`src/rtl/box_compositor.sv`:
```
// Double-buffered multi-rectangle renderer with a two-stage hit/priority pipeline.
// Optional feature: define BOX_COMPOSITOR_COLLISION_EN to add the per-frame collision_mask output.
module box_compositor #(
  parameter int unsigned          NUM_BOXES = 8,
  parameter int unsigned          COORD_W   = 10,
  parameter int unsigned          COLOR_W   = 12,
  parameter logic [COLOR_W-1:0]   BG_COLOR  = '0
) (
  input  logic                         pixel_clk,
  input  logic                         reset,
  input  logic [COORD_W-1:0]           X_pix,
  input  logic [COORD_W-1:0]           Y_pix,
  input  logic                         frame_start,
  input  logic                         cfg_valid,
  output logic                         cfg_ready,
  input  logic [$clog2(NUM_BOXES)-1:0] cfg_index,
  input  logic [COORD_W-1:0]           cfg_x,
  input  logic [COORD_W-1:0]           cfg_y,
  input  logic [COORD_W-1:0]           cfg_w,
  input  logic [COORD_W-1:0]           cfg_h,
  input  logic [COLOR_W-1:0]           cfg_color,
  input  logic                         cfg_en,
  output logic [COLOR_W-1:0]           pixel_color,
  output logic                         hit_any,
  output logic [$clog2(NUM_BOXES)-1:0] hit_index
`ifdef BOX_COMPOSITOR_COLLISION_EN
  ,
  output logic [NUM_BOXES-1:0]         collision_mask
`endif
);

  localparam int unsigned IdxW = $clog2(NUM_BOXES);

  typedef struct packed {
    logic               en;
    logic [COLOR_W-1:0] color;
    logic [COORD_W-1:0] x;
    logic [COORD_W-1:0] y;
    logic [COORD_W-1:0] w;
    logic [COORD_W-1:0] h;
  } box_t;

  box_t shadow_q [NUM_BOXES];
  box_t shadow_d [NUM_BOXES];
  box_t active_q [NUM_BOXES];

  logic [NUM_BOXES-1:0] hit_d, hit_q;
  logic                 win_any;
  logic [IdxW-1:0]      win_idx;
  logic [COLOR_W-1:0]   color_d, color_q;
  logic                 hit_any_q;
  logic [IdxW-1:0]      hit_index_q;

  assign cfg_ready = ~frame_start;

  always_comb begin
    shadow_d = shadow_q;
    if (cfg_valid && cfg_ready && (32'(cfg_index) < NUM_BOXES)) begin
      shadow_d[cfg_index] = '{en: cfg_en, color: cfg_color, x: cfg_x, y: cfg_y, w: cfg_w, h: cfg_h};
    end
  end

  // Right/bottom bounds use one extra bit so boxes running off the raster clip instead of wrapping.
  always_comb begin
    hit_d = '0;
    for (int i = 0; i < int'(NUM_BOXES); i++) begin
      hit_d[i] = active_q[i].en
          && (X_pix >= active_q[i].x)
          && ({1'b0, X_pix} < ({1'b0, active_q[i].x} + {1'b0, active_q[i].w}))
          && (Y_pix >= active_q[i].y)
          && ({1'b0, Y_pix} < ({1'b0, active_q[i].y} + {1'b0, active_q[i].h}));
    end
  end

  // Scan from the top down so the lowest hitting index is the last one assigned.
  always_comb begin
    win_any = 1'b0;
    win_idx = '0;
    for (int i = int'(NUM_BOXES) - 1; i >= 0; i--) begin
      if (hit_q[i]) begin
        win_any = 1'b1;
        win_idx = IdxW'(i);
      end
    end
    color_d = win_any ? active_q[win_idx].color : BG_COLOR;
  end

  always_ff @(posedge pixel_clk) begin
    if (reset) begin
      shadow_q    <= '{default: '0};
      active_q    <= '{default: '0};
      hit_q       <= '0;
      color_q     <= BG_COLOR;
      hit_any_q   <= 1'b0;
      hit_index_q <= '0;
    end else begin
      shadow_q    <= shadow_d;
      if (frame_start) begin
        active_q <= shadow_q;
      end
      hit_q       <= hit_d;
      color_q     <= color_d;
      hit_any_q   <= win_any;
      hit_index_q <= win_idx;
    end
  end

  assign pixel_color = color_q;
  assign hit_any     = hit_any_q;
  assign hit_index   = hit_index_q;

`ifdef BOX_COMPOSITOR_COLLISION_EN
  logic [NUM_BOXES-1:0] coll_set;
  logic [NUM_BOXES-1:0] sticky_d, sticky_q;
  logic [NUM_BOXES-1:0] mask_d, mask_q;

  always_comb begin
    coll_set    = hit_q & {NUM_BOXES{hit_q[0]}};
    coll_set[0] = 1'b0;
    sticky_d    = frame_start ? '0 : (sticky_q | coll_set);
    mask_d      = frame_start ? (sticky_q | coll_set) : mask_q;
  end

  always_ff @(posedge pixel_clk) begin
    if (reset) begin
      sticky_q <= '0;
      mask_q   <= '0;
    end else begin
      sticky_q <= sticky_d;
      mask_q   <= mask_d;
    end
  end

  assign collision_mask = mask_q;
`endif

endmodule
```
`config.mk`:
```
export PLATFORM = sky130hd
export DESIGN_NAME = box_compositor
export DESIGN_NICKNAME = d
export VERILOG_FILES = /design/src/rtl/box_compositor.sv
export SDC_FILE = /design/constraint.sdc
export NUM_CORES = 2
export LEC_CHECK = 0
export CAP_MARGIN = 20
export CORE_MARGIN = 2
export CORE_UTILIZATION = 65
export DETAILED_ROUTE_END_ITERATION = 7
export GPL_TIMING_DRIVEN = 0
export HOLD_SLACK_MARGIN = 0.12
export PLACE_DENSITY = 0.89
export REMOVE_ABC_BUFFERS = 1
export SLEW_MARGIN = 20
export SYNTH_ARGS = -nofsm -noshare
export SYNTH_HDL_FRONTEND = slang
export SYNTH_SLANG_ARGS = --single-unit
export TNS_END_PERCENT = 20
```
`constraint.sdc`:
```
create_clock -name pixel_clk -period 5.3 [get_ports pixel_clk]
set_input_delay 1.06 -clock pixel_clk [delete_from_list [all_inputs] [get_ports pixel_clk]]
set_output_delay 1.06 -clock pixel_clk [all_outputs]
set_load 0.01 [all_outputs]
```
# == Word level (Yosys, flattened, before mapping) ==
# Cells that the tools add are included.
# totals
register_bits,872
latchBits,0
n_memories,0
elab_cells,212
rom_bits,0
output_inout_bits,17
ramBits,0
# op_classes
n_reduce_logical,35
bitwise,4
n_shift,0
mux,22
n_addsub,16
div_mod_pow,0
n_mul,0
magnitude_cmp,35
eq_ne,0
# op_table
op,n
424-bit bitwise mux,1
10-bit by 10-bit adder with 11-bit output,16
10-bit by 11-bit less-than comparator with 1-bit output,16
10-bit >= comparator,16
53-bit binary-select mux with 3-bit select,1
53-bit demux with 3-bit select,1
52-bit two-way mux,2
53-bit two-way mux,1
1-bit logical AND,34
3-bit two-way mux,8
4-bit >= comparator (second input constant),2
1-bit two-way mux,8
3-bit NOT with 4-bit output,2
4-bit by 1-bit less-than comparator with 1-bit output (second input constant),1
1-bit NOT,2
2-bit OR reduction,1

# == Logic depth before layout (Yosys ltp) ==
# logic_depth
depth_word,12
mapped_depth,15

# == Least setup slack after synthesis ==
# No wires, ideal clock.
# synth_path
path_kind,reg-to-reg
from,register active_q[318] (netlist name)
to,register hit_q[1]
setup_ns,0.086
period_less_slack_ns,3.123
arrival_ns,3.038
path_slack_ns,2.177
stages_incl_launch_ff,14
path_cell_list,dfxtp_1 ha_1 fa_1 a21oi_1 nor2b_1 or3_1 a21oi_1 a21oi_1 xnor2_1 ha_1 a2111oi_0 o211ai_1 and3_1 a211oi_1
# synth_between
elab_chain_len,3
# synth_rtl
item,line_no,rtl
"start, declared",45,box_t active_q [NUM_BOXES];
"start signal, assigned",99,active_q <= shadow_q;
10-bit by 10-bit adder with 11-bit output,71,"&& ({1'b0, Y_pix} < ({1'b0, active_q[i].y} + {1'b0, active_q[i].h}));"
10-bit by 11-bit less-than comparator with 1-bit output,71,
1-bit logical AND,71,
"end signal, assigned",101,hit_q <= hit_d;
"end, declared",47,"logic [NUM_BOXES-1:0] hit_d, hit_q;"
# No other way between the ends.
# A chain may end at the register's enable or synchronous reset.

# == Final worst setup path ==
# layout_path
from,input X_pix[0]
to,register hit_q[0]
# layout_between
elab_chain_len,5
# layout_rtl
item,line_no,rtl
"start, declared",11,"input logic [COORD_W-1:0] X_pix,"
10-bit >= comparator,68,&& (X_pix >= active_q[i].x)
1-bit logical AND,68,
1-bit logical AND *,69,"&& ({1'b0, X_pix} < ({1'b0, active_q[i].x} + {1'b0, active_q[i].w}))"
1-bit logical AND *,70,&& (Y_pix >= active_q[i].y)
1-bit logical AND *,71,
# Every way passes the cells marked *; elsewhere a longest branch is shown, timed or not.

==> results.md <==
Clocking:
- The number of hold buffers added after CTS was 0.
- TritonCTS built the clock tree.
- The clock tree root buffer cell is sky130_fd_sc_hd__clkbuf_16.
- The number of buffers created by CTS is 87.
- The number of gates resized after CTS is 0.
- The number of buffers on the longest clock path is 3.
- The clock transition at the register clock pins on the worst setup and hold paths after CTS is approximately 0.060 ns.
- Clock latency on the worst-skew pair, taken at its later pin, is approximately 0.67 ns.
- The number of H-tree levels is 3.
- The buffer count from post-CTS setup fixing is 0.
- The clock net in this run drives a total of about 870 sinks.

Global routing:
- Global routing used a little under three fifths of the available met2 tracks.
- The total congestion overflow is 0.
- Global routing consumed, over all layers together, roughly a third of the routing resources.
- Entering global routing, the biggest net connects 140 pins.
- The first global-routing pass estimated ~190000 µm of wire.
- In the global route stage, met3 resource usage came out at around 6%.
- The number of antenna violations at the first check in global routing is 2.
- The via count of the first global-routing pass is between 30000 and 40000.
- The layer with the highest usage is met2.
- The met1 capacity usage during global routing is about two fifths.

Placed design:
- The routability-driven placement congestion ratio is 0.882.
- In this run the cell area measured after placement is roughly 45000 µm².
- The number of buffers added on ports is 96.
- The detailed-placement wirelength estimate is between 70000 and 80000 µm.
- Including well taps, the total number of placed cells is just under 6000.

Yosys:
- In the synthesized netlist the dominant register cell turns out to be sky130_fd_sc_hd__dfxtp_1.
- The cell area after technology mapping is between 40000 and 50000 µm².
- Sequential cells were found to cover about two fifths of the synthesized design area.
- The synthesized design contains just under 900 register bits.
- After synthesis, the share of flip-flops with an asynchronous set or reset is 0%.
- During synthesis, Yosys emitted a total of 0 warnings.
- Synthesis produced a netlist whose cell count is about 5100.
- The post-synthesis average cell area is 8.54 µm².
- The number of distinct library cell variants in the gate-level netlist after synthesis is a little under 70.
- The number of enable flip-flop cells after synthesis is 0.

Pwr:
- For this design the ratio of total power to cell area is 294 nW/µm².
- The worst-case IR drop observed on VDD is 0.314 mV.
- Summed over all cells, the static leakage comes to 19.5 nW.

Worst hold path:
- The class of the tightest hold or removal check is reg -> reg.
- The cell depth of the worst min-delay path is 2.

Layout:
- The final net count is 5642.
- Once layout is complete, the utilization of the core stands at a little over 70%.
- The number of fill cells is 4432.
- For this run, the number of standard cells in the final layout without fillers is roughly 6000.
- The top cell types in the final layout, fill and taps aside, are sky130_fd_sc_hd__nand2_1 (972), sky130_fd_sc_hd__dfxtp_1 (871), sky130_fd_sc_hd__a21oi_1 (599).
- Compared with the post-synthesis result, the final layout area differs by 10.4%.
- The flip-flop and latch area is ~17000 µm².
- The final design instance area without fill is ~49000 µm².
- In the final layout, the multi-input gates occupy 24500 µm².
- The library cell used most frequently in the layout, excluding fill and tap cells, is sky130_fd_sc_hd__nand2_1.
- In the final layout, the share of cells above drive strength 1 is ~4.9%.

Setup path:
- Measured in cells, the most critical reg-to-reg path has a length of 15.
- The arrival time of the worst setup path is 5.10 ns.
- Across all register-to-register paths, the minimum setup slack is around 0.87 ns.
- The worst setup path is captured at a register.
- Of all nets on the critical path, the largest fanout is 9.
- The signal on the critical path passes through clkdlybuf4s50_1 > inv_1 > ha_1 > nand2b_1 > a211oi_1 > o21ai_1 > a31oi_1 > or4b_1 > nor4b_1.
- For this run, the slowest stage of the critical path takes roughly 1.1 ns.
- STA classifies the critical path startpoint as an input pin.
- The required time reported for the critical path endpoint is between 5 and 6 ns.
- The slowest stage cell on the critical path is sky130_fd_sc_hd__nor4b_1.
- The setup path with the least slack is of type in -> reg.

Timing:
- For the final routed database, the setup TNS stands at 0 ns.
- The number of hold violations in the final report is 0.
- Setup repair after global routing left no endpoint under its margin.
- Setup violations remaining at the end of the flow were counted as 0.
- Derived from the worst setup path, the maximum achievable clock frequency is roughly 210 MHz.
- Between clock sinks in the finished design, the worst skew comes to around 0.026 ns.
- The final critical path time including I/O delays and setup is around 4.7 ns.
- The final-report max-slew violation count is 0.
- The worst slew margin relative to its limit is 15.9%.
- For the pin with the worst max-slew slack, the measured transition is 1.24 ns.
- After layout, the worst path uses approximately nine tenths of the clock period.

Floorplan:
- The total area inside the core boundary comes to between 60000 and 70000 µm².
- The horizontal die dimension is between 200 and 300 µm.
- The effective utilization at floorplan is approximately 66%.
- The full die area is 69700 µm².
- Measured along the y axis, the die boundary spans about 260 µm.
- The count of pins on the block boundary is 97.
- The row count is 95.

Routing:
- In the final routed layout, each cell accounts on average for 20.4 µm.
- The sum of routed wire length over all layers is ~120000 µm.
- In the routed design, unresolved DRC markers number 0.
- The count of antenna-violating nets left after detailed routing is 0.
- The first-pass iteration count of the detailed router is 6.
- The first routing iteration left approximately 4000 violations.
- Summing over every cut layer, the via total after detailed routing is about 38000.
- In the routed layout, each cell is associated on average with a via count of roughly 6.2.

Job:
- The max-capacitance violation count is 0.

Status:
- The run finished with clean final reports.
-- cell families after synthesis --
logic type	count (synthesis)	synth area share (%)
and+or+nand+nor	1764	16.3
AOI/OAI and AO/OA	999	13.2
DFF	872	39.7
buffers and inverters	488	4.77
adders and majority gates	480	13.9
muxes	427	9.73
xor gates and xnor gates	117	2.33
-- critical path, delay by kind of cell --
kind	cells	cell delay, ns
simple gates	3	1.90
buf+inv	2	1.37
fa+ha+maj	1	0.44
compound gates	3	0.32
-- layout make-up --
cell class / count / area share, %
diodes: 1 / 0.00516
repair buffers: 147 / 3.58
clock inverters: 44 / 1.19
multi-input cells: 3787 / 50.5
flip-flops and latches: 872 / 36.0
inverters: 187 / 1.45
clock buffers: 114 / 5.05
well taps: 873 / 2.25
-- per-layer routing --
layer | vias up | routed length, µm
met5 | - | 13
met4 | 2 | 9970
met2 | 1792 | 56000
met3 | 612 | 9770
li1 | 17374 | -
met1 | 17861 | 47200
-- state kept, by name (all words and copies together) (netlist names) --
name / cells
active_q: 424
shadow_q: 424
pixel_color: 12
hit_q: 8
hit_index: 3
hit_any: 1
-- where the power goes --
| part | internal, W | switching [W] | total, W | leakage [nW] |
|---|---|---|---|---|
| Sequential | 0.00661 | 0.0000359 | 0.00665 | 7.03 |
| Clock | 0.00382 | 0.00273 | 0.00655 | 1.49 |
| Combinational | 0.000361 | 0.000686 | 0.00105 | 11.0 |
-- cells in the mapped netlist (55+ instances only) --
cell type	count	share of area, %
sky130_fd_sc_hd__nand2_1	976	8.3
sky130_fd_sc_hd__dfxtp_1	872	40
sky130_fd_sc_hd__a21oi_1	599	6.8
sky130_fd_sc_hd__nor2_1	559	4.8
sky130_fd_sc_hd__ha_1	464	13
sky130_fd_sc_hd__mux2i_1	427	9.7
sky130_fd_sc_hd__inv_1	183	1.6
sky130_fd_sc_hd__clkbuf_1	177	1.5
sky130_fd_sc_hd__o21ai_0	78	0.89
sky130_fd_sc_hd__xor2_1	72	1.4
sky130_fd_sc_hd__nand2b_1	55	0.78
sky130_fd_sc_hd__o21ai_1	55	0.63
-- worst paths after layout --
kind / startpoint / to
min reg2reg: shadow_q[403] / shadow_q[403]
min: shadow_q[403] / shadow_q[403]
max: X_pix[0] / hit_q[0]
max reg2reg: active_q[381] / hit_q[0]
-- stage by stage --
stage               total power [W]  worst slack, ns  hold slack [ns]
floorplan                   0.00720             1.05            0.430
global placement            0.00817           -43.62            0.441
detailed placement          0.00779            0.208            0.446
CTS                          0.0142            0.894            0.454
global route                 0.0146            0.760            0.468
finish                       0.0142            0.628            0.452
No activity file was read; power rests on OpenSTA's default activity.
